===== src/rtl/adder_pipe_nbit.sv =====
// Pipelined ripple-carry adder: a WIDTH-bit add split into STAGES chunks, one registered carry hop per stage, valid/ready stream.
// Optional signed-overflow output ovf when ADDER_PIPE_OVF_EN is defined.
module adder_pipe_nbit #(
    parameter int WIDTH  = 16,
    parameter int STAGES = 4
) (
    input  logic             clk,
    input  logic             rst,
    input  logic             in_valid,
    output logic             in_ready,
    input  logic [WIDTH-1:0] din_one,
    input  logic [WIDTH-1:0] din_two,
    input  logic             cin,
    output logic             out_valid,
    input  logic             out_ready,
    output logic [WIDTH-1:0] sum,
`ifdef ADDER_PIPE_OVF_EN
    output logic             ovf,
`endif
    output logic             cout
);

    localparam int CW = WIDTH / STAGES;

    logic adv;

    // Whole pipe advances together; a blocked output freezes every stage.
    assign adv      = !out_valid || out_ready;
    assign in_ready = adv;

    if ((STAGES < 1) || ((WIDTH % STAGES) != 0)) begin : g_cfg_err
        $error("adder_pipe_nbit: WIDTH must be a non-zero multiple of STAGES");
    end

    for (genvar k = 0; k < STAGES; k++) begin : g_st
        localparam int LO  = (k + 1) * CW;
        localparam int REM = WIDTH - LO;

        logic          vin_d;
        logic          cin_d;
        logic [CW-1:0] a_d;
        logic [CW-1:0] b_d;
        logic [CW:0]   add_d;
        logic [LO-1:0] sum_d;

        logic          vld_q;
        logic          carry_q;
        logic [LO-1:0] sum_q;

        // Stage input: external operands for chunk 0, otherwise the previous stage's skewed operands and carry.
        if (k == 0) begin : g_src
            assign vin_d = in_valid;
            assign cin_d = cin;
            assign a_d   = din_one[CW-1:0];
            assign b_d   = din_two[CW-1:0];
            assign sum_d = add_d[CW-1:0];
        end else begin : g_src
            assign vin_d = g_st[k-1].vld_q;
            assign cin_d = g_st[k-1].carry_q;
            assign a_d   = g_st[k-1].g_rem.a_q[CW-1:0];
            assign b_d   = g_st[k-1].g_rem.b_q[CW-1:0];
            assign sum_d = {add_d[CW-1:0], g_st[k-1].sum_q};
        end

        assign add_d = {1'b0, a_d} + {1'b0, b_d} + {{CW{1'b0}}, cin_d};

        always_ff @(posedge clk) begin
            if (rst) begin
                vld_q <= 1'b0;
            end else if (adv) begin
                vld_q <= vin_d;
            end
        end

        always_ff @(posedge clk) begin
            if (rst) begin
                carry_q <= 1'b0;
                sum_q   <= '0;
            end else if (adv && vin_d) begin
                carry_q <= add_d[CW];
                sum_q   <= sum_d;
            end
        end

        // Operand chunks not yet added ride along, shrinking by one chunk per stage.
        if (REM > 0) begin : g_rem
            logic [REM-1:0] a_nx;
            logic [REM-1:0] b_nx;
            logic [REM-1:0] a_q;
            logic [REM-1:0] b_q;

            if (k == 0) begin : g_nx
                assign a_nx = din_one[WIDTH-1:CW];
                assign b_nx = din_two[WIDTH-1:CW];
            end else begin : g_nx
                assign a_nx = g_st[k-1].g_rem.a_q[REM+CW-1:CW];
                assign b_nx = g_st[k-1].g_rem.b_q[REM+CW-1:CW];
            end

            always_ff @(posedge clk) begin
                if (rst) begin
                    a_q <= '0;
                    b_q <= '0;
                end else if (adv && vin_d) begin
                    a_q <= a_nx;
                    b_q <= b_nx;
                end
            end
        end
    end

    assign out_valid = g_st[STAGES-1].vld_q;
    assign sum       = g_st[STAGES-1].sum_q;
    assign cout      = g_st[STAGES-1].carry_q;

`ifdef ADDER_PIPE_OVF_EN
    logic ovf_d;
    logic ovf_q;

    // Carry into the MSB is recovered from the MSB sum bit and its operand bits.
    assign ovf_d = g_st[STAGES-1].a_d[CW-1] ^ g_st[STAGES-1].b_d[CW-1]
                 ^ g_st[STAGES-1].add_d[CW-1] ^ g_st[STAGES-1].add_d[CW];

    always_ff @(posedge clk) begin
        if (rst) begin
            ovf_q <= 1'b0;
        end else if (adv && g_st[STAGES-1].vin_d) begin
            ovf_q <= ovf_d;
        end
    end

    assign ovf = ovf_q;
`endif

endmodule

===== config.mk =====
export PLATFORM = sky130hd
export DESIGN_NAME = adder_pipe_nbit
export DESIGN_NICKNAME = d
export VERILOG_FILES = /design/src/rtl/adder_pipe_nbit.sv
export SDC_FILE = /design/constraint.sdc
export NUM_CORES = 1
export LEC_CHECK = 0
export ABC_AREA = 1
export ABC_CLOCK_PERIOD_IN_PS = 1800
export CAP_MARGIN = 5
export CELL_PAD_IN_SITES_DETAIL_PLACEMENT = 1
export CELL_PAD_IN_SITES_GLOBAL_PLACEMENT = 1
export CORE_MARGIN = 5
export CORE_UTILIZATION = 28
export DETAILED_ROUTE_END_ITERATION = 10
export GPL_TIMING_DRIVEN = 0
export PLACE_DENSITY_LB_ADDON = 0.3
export SLEW_MARGIN = 10
export SYNTH_ARGS = -nofsm -noshare
export SYNTH_HDL_FRONTEND = slang
export SYNTH_SLANG_ARGS = --single-unit

===== constraint.sdc =====
create_clock -name clk -period 1.8 [get_ports clk]
set_clock_uncertainty 0.2 [all_clocks]
set_input_delay 0.36 -clock clk [delete_from_list [all_inputs] [get_ports clk]]
set_output_delay 0.36 -clock clk [all_outputs]
set_load 0.01 [all_outputs]

After elaboration in Yosys (flattened, before gate mapping). Index checks and enable logic that the tools add are counted.

Reduce and logical (&&, ||, !) cells: 6. Add/subtract/negate cells: 8.

Operator list (number): adder 4 x 4 -> 5 bit (4); adder 5 x 1 -> 5 bit (4); logical AND 1 bit (4); logical NOT 1 bit (1); logical OR 1 bit (1).

Bits in registers: 96. Output and inout bits: 19. Logic and storage cells: 32.

Logic depth before layout (Yosys ltp). Gate-level depths: netlist of run 1.

Word-level depth: 3. Mapped depth: 9.

Worst setup path before layout of run 1. No wires, ideal clock.

Path kind: register to register. From: register g_st[2].carry_q. To: register g_st[3].carry_q (netlist: cout). Stages on the path, launching flop included: 7. Setup time: 0.117 ns. Arrival time: 1.481 ns. Path buffers: 0. Slack: 0.002 ns. Data required time: 1.483 ns. Cells stage by stage: dfxtp_1 fa_1 fa_1 a21oi_1 nor2_1 nor3_1 nor2_1.

Word-level cells in the longest chain between the ends: 1.

RTL lines: start: declaration (line 47) `logic carry_q;`; start signal: assignment (line 80) `carry_q <= add_d[CW];`; adder 5 x 1 -> 5 bit (line 65) `assign add_d = {1'b0, a_d} + {1'b0, b_d} + {{CW{1'b0}}, cin_d};`; end signal: assignment (line 80); end: declaration (line 47).

No other way between the ends. A chain may end at the register's enable or synchronous reset.

Final worst setup path of run 1. Same ends and word-level chain as after synthesis.

==> qor.csv, run 1 <==
stage,metric,value,unit
run_status,status,"finished, violations left",
run_status,violations,negative setup slack,
logic_synthesis,ys_ff_latch,96,
clocking,cts_tree,built,
placed_design,port_buffers,54,
clocking,hold_buffers,0,
worst_setup_path,r2r_cells,6,
worst_setup_path,crit_arrival,1.86,ns
placed_design,place_area,0.00468,mm^2
drt,route.antenna.remaining_nets,0,
global_route,grt_antenna_before_repair,0,
drt,firstDrtPassIters,4,
sta,max_slew_margin,67.4,%
layout,multiInputGateArea,0.00178,mm^2
worst_setup_path,cpPeakStageDelay,0.41,ns
floorplan,io_pins,56,
sta,max_freq,0.546,GHz
sta,report.final.slew_viol_count,0,
layout,nets,612,
global_route,globalRouteTotalUtil,12.7,%
clocking,htree_levels,3,
drt,totalWireLength,9.79,mm
logic_synthesis,postSynthCellCount,488,
worst_setup_path,r2r_slack,-0.03,ns
logic_synthesis,syn_area,0.00391,mm^2
placed_design,finalWeightedCongestion,0.800,
power,power.density,943,mW/mm^2
floorplan,row_count,43,
worst_setup_path,rr_startpoint,g_st[2].carry_q$_SDFFE_PP0P_,
power,p_leak,2.30,nW
hold_path,min_path_type,input pin to register,
logic_synthesis,yosysTopAreaCellShare,49.1,%
drt,drc_errors,0,
sta,fin_ws,-0.0307,ns
worst_setup_path,crit_top_cell,fa_2,
worst_setup_path,r2r-end,cout$_SDFFE_PP0P_,
logic_synthesis,syn_nets,545,
logic_synthesis,synthDistinctLibCells,23,
worst_setup_path,start_kind,register,
logic_synthesis,avgSynthCellArea,8.02,um^2
floorplan,die_h,128,um
power,finalPower,4.81,mW
hold_path,holdCritStartpoint,rst,
layout,layout_common_cells,"147 x nor2_1, 93 x dfxtp_1, 71 x o21ai_0, 34 x clkdlybuf4s50_1, 26 x a21oi_1",
sta,worst_pin_slew,0.489,ns
worst_setup_path,end_kind,register,
global_route,grt_max_degree,16,
layout,drive_gt1_share,13.9,%
sta,rsz0062_at_grt,true,
clocking,clock_path_buffers,2,
worst_setup_path,crit_chain,fa_2 -> fa_2 -> a21oi_2 -> nor2_2 -> nor3_2 -> nor2_1,
global_route,grt_pass1_wl,16.7,mm
drt,detail_route.wl_per_cell,13.2,um
layout,syn2layout_area_growth,30.2,%
logic_synthesis,synth_warnings,0,
layout,final_core_util,37.0,%
floorplan,start_util,28.4,%
logic_synthesis,ys_seq_area_share,49.1,%
sta,holdWs,0.0463,ns
sta,finalHoldViolCount,0,
logic_synthesis,synth_top_area_cell,dfxtp_1,
layout,nFillCells,1673,
worst_setup_path,critPathCapture,cout$_SDFFE_PP0P_,
worst_setup_path,cp.buffers_inverters,0,
worst_setup_path,crit_path_start,g_st[2].carry_q$_SDFFE_PP0P_,
layout,final_common_cell,nor2_1,
logic_synthesis,ys_top_cells_by_area,"dfxtp_1 49%, nor2_1 14%, o21ai_0 9.1%, fa_1 4.1%, a21oi_1 3.8%",
drt,vias_per_cell,4.36,
floorplan,fp.dieW,128,um
global_route,grt_pass1_vias,3511,
clocking,clk_latency,0.34,ns
clocking,cts-root-buf,clkbuf_16,
worst_setup_path,critPathSlowestCell,fa_2,
sta,setup_viol,1,
floorplan,dieArea,0.0164,mm^2
clocking,cts_sinks,96,
drt,route.vias.total,3230,
clocking,cts_buffers,9,
placed_design,hpwl,7.64,mm
layout,final_area,0.00510,mm^2
worst_setup_path,critPathTopFamily,adder cells,
worst_setup_path,cp_max_fo,2,
worst_setup_path,cp_num_cells,6,
clocking,clkTransAtPathRegs,0.06,ns
layout,antenna-diode-count,0,
global_route,grt_overflow,0,
sta,finalCriticalPeriod,1.83,ns
flow_run,drv_cap,0,
layout,seqCellArea,0.00193,mm^2
drt,drt_iter0_markers,143,
worst_setup_path,critPathKind,register to register,
sta,final.period_utilization,102,%
worst_setup_path,crit_required,1.83,ns
power,ir_drop,0.431,mV
floorplan,coreArea,0.0138,mm^2
placed_design,place_ws,-0.430,ns
[flip-flops by register name, indices dropped and copies added (netlist names)]
register,cells
g_st.g_rem.a_q,24
g_st.g_rem.b_q,24
g_st.sum_q,24
sum,16
g_st.carry_q,3
g_st.vld_q,3
cout,1
out_valid,1
[where the power goes]
| group | leakage (nW) | switching [mW] | internal (mW) | total (mW) |
|---|---|---|---|---|
| Clock | 0.132 | 0.806 | 1.08 | 1.88 |
| Combinational | 1.38 | 0.327 | 0.273 | 0.600 |
| Sequential | 0.791 | 0.0704 | 2.25 | 2.32 |
| Total | 2.30 | 1.20 | 3.60 | 4.81 |
[cells in the mapped netlist]
library cell and count:
a21oi_1 30, buf_2 7, buf_4 8, buf_6 3
clkbuf_1 5, clkbuf_2 3, dfxtp_1 96, fa_1 8
ha_1 12, inv_1 27, inv_2 4, inv_4 2
nand2_1 24, nand2_2 1, nand2_4 4, nand3_1 11
nor2_1 148, nor3_1 3, o21ai_0 71, o21ai_1 17
or2_2 1, xnor2_1 1, xor2_1 2
[cell type report]
cell class	count	share of cell area, %
plain buffers	26	3.19
multi-input cells	333	35.0
inverters	33	2.53
flip-flops and latches	96	37.8
clock inverters	5	1.13
repair buffers	56	11.4
well taps	180	4.42
clock buffers	11	4.57
[per-layer routing]
metal  global-route usage [%]  wire, um  part of all wire, %  vias to the layer above
met2                     21.3      4500                   46                       58
li1                         -         -                    -                     1708
met4                     4.93       149                  1.5                        0
met3                     2.25       305                  3.1                       11
met5                        0         0                    0                        -
met1                     16.1      4830                   49                     1453
[kinds of logic after synthesis]
| group | count (synthesis) | synth area share (%) |
|---|---|---|
| adder cells (fa/ha/maj) | 20 | 7.93 |
| XOR/XNOR | 3 | 0.671 |
| AO/OA/AOI/OAI | 118 | 15.1 |
| flip-flops | 96 | 49.1 |
| AND/OR/NAND/NOR | 192 | 19.8 |
| buffers and inverters | 59 | 7.45 |
[how the worst min path moves through the flow]
stage | end | slack [ns] | cells past startpoint
after global routing | g_st[1].carry_q$_SDFFE_PP0P_ | 0.04 | 2
final | g_st[1].carry_q$_SDFFE_PP0P_ | 0.05 | 2
after floorplan | g_st[1].sum_q[3]$_SDFFE_PP0P_ | 0.23 | 2
after CTS | g_st[2].vld_q$_SDFFE_PP0N_ | 0.05 | 2
after detailed placement | g_st[0].g_rem.b_q[0]$_SDFFE_PP0P_ | 0.27 | 2
after global placement | g_st[0].g_rem.b_q[0]$_SDFFE_PP0P_ | 0.26 | 2
[stage by stage]
step / cells / TNS [ns]
2_1_floorplan: 488 / 0
3_3_place_gp: 722 / -6.51
3_5_place_dp: 722 / -9.27
4_1_cts: 740 / -0.0301
5_1_grt: 740 / -0.221
6_report: 740 / -0.0307
[what timing repair did]
| item | 4_1_cts | 5_1_grt |
|---|---|---|
| setup endpoints to repair | 9 | 21 |
| buffers inserted | 2 | 0 |
| resized for setup | 21 | 32 |
| pin swaps | 6 | 13 |
(Power assumes the default switching activity.)
==> run 2, diff against run 1 <==
- CELL_PAD_IN_SITES_GLOBAL_PLACEMENT: 1 -> 2
- CTS_CLUSTER_SIZE: default -> 28
==> run 2 against run 1 <==
The run now ends clean; sequential power about the same; hold slack improved by 0.0051 ns; die area unchanged; power increased by 2.4%; sequential cell count unchanged; utilization increased by 0.14 points; cell count increased by 0.41%; sequential share of layout area decreased by 0.14 points; clock power increased by 6%.
==> qor.csv, run 2 (synthesis results as in run 1) <==
stage,metric,value,unit,change
global_route,grt_antenna_before_repair,0,,unchanged
placed_design,place_area,0.00468,mm^2,unchanged
worst_setup_path,crit_path_start,g_st[0].carry_q$_SDFFE_PP0P_,,was g_st[2].carry_q$_SDFFE_PP0P_
placed_design,finalWeightedCongestion,0.751,,was 0.800
clocking,htree_levels,3,,unchanged
layout,nFillCells,1709,,"was 1,673"
worst_setup_path,rr_startpoint,g_st[0].carry_q$_SDFFE_PP0P_,,was g_st[2].carry_q$_SDFFE_PP0P_
global_route,grt_overflow,0,,unchanged
floorplan,fp.dieW,128,um,unchanged
sta,final.period_utilization,98.1,%,was 102%
layout,largestRegisters,"g_st.g_rem.a_q: 24 flops, g_st.g_rem.b_q: 24 flops, g_st.sum_q: 24 flops",,unchanged
sta,setup_viol,0,,was 1
global_route,grt_max_degree,17,,was 16
run_status,status,finished clean,,"was finished, violations left"
sta,fin_ws,0.0349,ns,was -0.0307 ns
clocking,clk_latency,0.34,ns,about the same
drt,totalWireLength,10.0,mm,was 9.79 mm
worst_setup_path,r2r_cells,8,,was 6
layout,antenna-diode-count,0,,unchanged
worst_setup_path,critPathKind,register to register,,unchanged
clocking,cts-root-buf,clkbuf_16,,unchanged
sta,max_freq,0.567,GHz,was 0.546 GHz
floorplan,row_count,43,,unchanged
placed_design,port_buffers,54,,unchanged
layout,syn2layout_area_growth,30.7,%,was 30.2%
layout,final_area,0.00512,mm^2,was 0.00510 mm^2
floorplan,coreArea,0.0138,mm^2,unchanged
worst_setup_path,crit_arrival,1.84,ns,was 1.86 ns
layout,final_common_cell,nor2_1,,unchanged
worst_setup_path,start_kind,register,,unchanged
clocking,cts_sinks,96,,unchanged
power,power.density,962,mW/mm^2,was 943 mW/mm^2
sta,finalCriticalPeriod,1.77,ns,was 1.83 ns
drt,detail_route.wl_per_cell,13.5,um,was 13.2 um
placed_design,place_ws,-0.412,ns,was -0.430 ns
clocking,cts_tree,built,,unchanged
sta,worst_pin_slew,0.490,ns,was 0.489 ns
layout,layout_common_cells,"148 x nor2_1, 93 x dfxtp_1, 71 x o21ai_0, 33 x clkdlybuf4s50_1, 29 x a21oi_1",,"was 147 x nor2_1, 93 x dfxtp_1, 71 x o21ai_0, 34 x clkdlybuf4s50_1, 26 x a21oi_1"
worst_setup_path,crit_required,1.88,ns,was 1.83 ns
sta,finalHoldViolCount,0,,unchanged
global_route,globalRouteTotalUtil,12.9,%,was 12.7%
flow_run,drv_cap,0,,unchanged
clocking,hold_buffers,0,,unchanged
floorplan,dieArea,0.0164,mm^2,unchanged
placed_design,hpwl,7.67,mm,was 7.64 mm
layout,drive_gt1_share,13.3,%,was 13.9%
hold_path,hold_depth,2,,unchanged
global_route,grt_pass1_vias,3416,,"was 3,511"
worst_setup_path,r2r_slack,0.03,ns,was -0.03 ns
sta,max_slew_margin,67.4,%,about the same
drt,drt_iter0_markers,106,,was 143
floorplan,die_h,128,um,unchanged
worst_setup_path,critPathCapture,g_st[1].carry_q$_SDFFE_PP0P_,,was cout$_SDFFE_PP0P_
hold_path,min_path_type,input pin to register,,unchanged
floorplan,io_pins,56,,unchanged
worst_setup_path,r2r-end,g_st[1].carry_q$_SDFFE_PP0P_,,was cout$_SDFFE_PP0P_
drt,vias_per_cell,4.36,,about the same
power,p_leak,2.37,nW,was 2.30 nW
drt,drc_errors,0,,unchanged
worst_setup_path,end_kind,register,,unchanged
drt,firstDrtPassIters,4,,unchanged
drt,route.antenna.remaining_nets,0,,unchanged
floorplan,start_util,28.4,%,unchanged
sta,rsz0062_at_grt,true,,unchanged
sta,report.final.slew_viol_count,0,,unchanged
global_route,grt_pass1_wl,16.9,mm,was 16.7 mm
clocking,clock_path_buffers,2,,unchanged
drt,route.vias.total,3239,,"was 3,230"
power,ir_drop,0.378,mV,was 0.431 mV
worst_setup_path,cp_max_fo,2,,unchanged
clocking,clkTransAtPathRegs,0.07,ns,was 0.06 ns
layout,nets,615,,was 612
clocking,cts_buffers,9,,unchanged
## run 2: cell type report
type,count,area (um^2),share of cell area [%]
flip-flops and latches,96,1930,37.6
multi-input cells,333,1750,34.2
repair buffers,59,612,12.0
clock buffers,11,253,4.94
well taps,180,225,4.40
plain buffers,26,163,3.18
inverters,33,129,2.52
clock inverters,5,61.3,1.20
## run 2: metrics by stage
step	power [mW]	setup TNS [ns]	std cells	util (%)	hold slack, ns
CTS	4.98	0	739	36.4	0.0458
floorplan	2.71	0	488	-	0.229
global route	5.18	-0.0980	743	37.1	0.0443
detailed placement	2.96	-8.66	722	34.0	0.269
finish	4.92	0	743	37.1	0.0514
global placement	2.94	-6.93	722	34.0	0.264
## run 2: how the worst min path moves through the flow
| stage | start | endpoint | slack, ns |
|---|---|---|---|
| global route | rst | g_st[2].vld_q$_SDFFE_PP0N_ | 0.04 |
| CTS | rst | g_st[2].vld_q$_SDFFE_PP0N_ | 0.05 |
| floorplan | g_st[0].sum_q[3]$_SDFFE_PP0P_ | g_st[1].sum_q[3]$_SDFFE_PP0P_ | 0.23 |
| global placement | g_st[0].sum_q[0]$_SDFFE_PP0P_ | g_st[0].sum_q[0]$_SDFFE_PP0P_ | 0.26 |
| finish | rst | out_valid$_SDFFE_PP0N_ | 0.05 |
| detailed placement | g_st[1].g_rem.a_q[7]$_SDFFE_PP0P_ | g_st[1].g_rem.a_q[7]$_SDFFE_PP0P_ | 0.27 |
## run 2: power breakdown
group	total, mW	internal [mW]	switching, mW
registers	2.33	2.25	0.0707
logic	0.597	0.273	0.324
clock network	2.00	1.16	0.835
total	4.92	3.69	1.23
## run 2: repair_timing
| item | in CTS | in global routing |
|---|---|---|
| setup buffers | 1 | 4 |
| setup endpoints to repair | 10 | 21 |
| resized for setup | 16 | 29 |
| pin swaps | 3 | 11 |
| gates cloned | 0 | 0 |
## run 2: layer usage
layer	up-vias	global-route usage (%)	share of wire, %
met5	-	0	0
met4	0	4.49	1.7
met3	12	2.92	3.4
met2	55	21.2	45
met1	1463	16.7	50
li1	1709	-	-
## run 2: worst max-delay path, cell delays in order, from the launching register on
cell     delay (ns)
dfxtp_2        0.33
inv_2          0.04
fa_2           0.39
fa_2           0.37
inv_2          0.07
nand3_2        0.05
nand2_1        0.06
nand2_1        0.05
a21oi_1        0.13
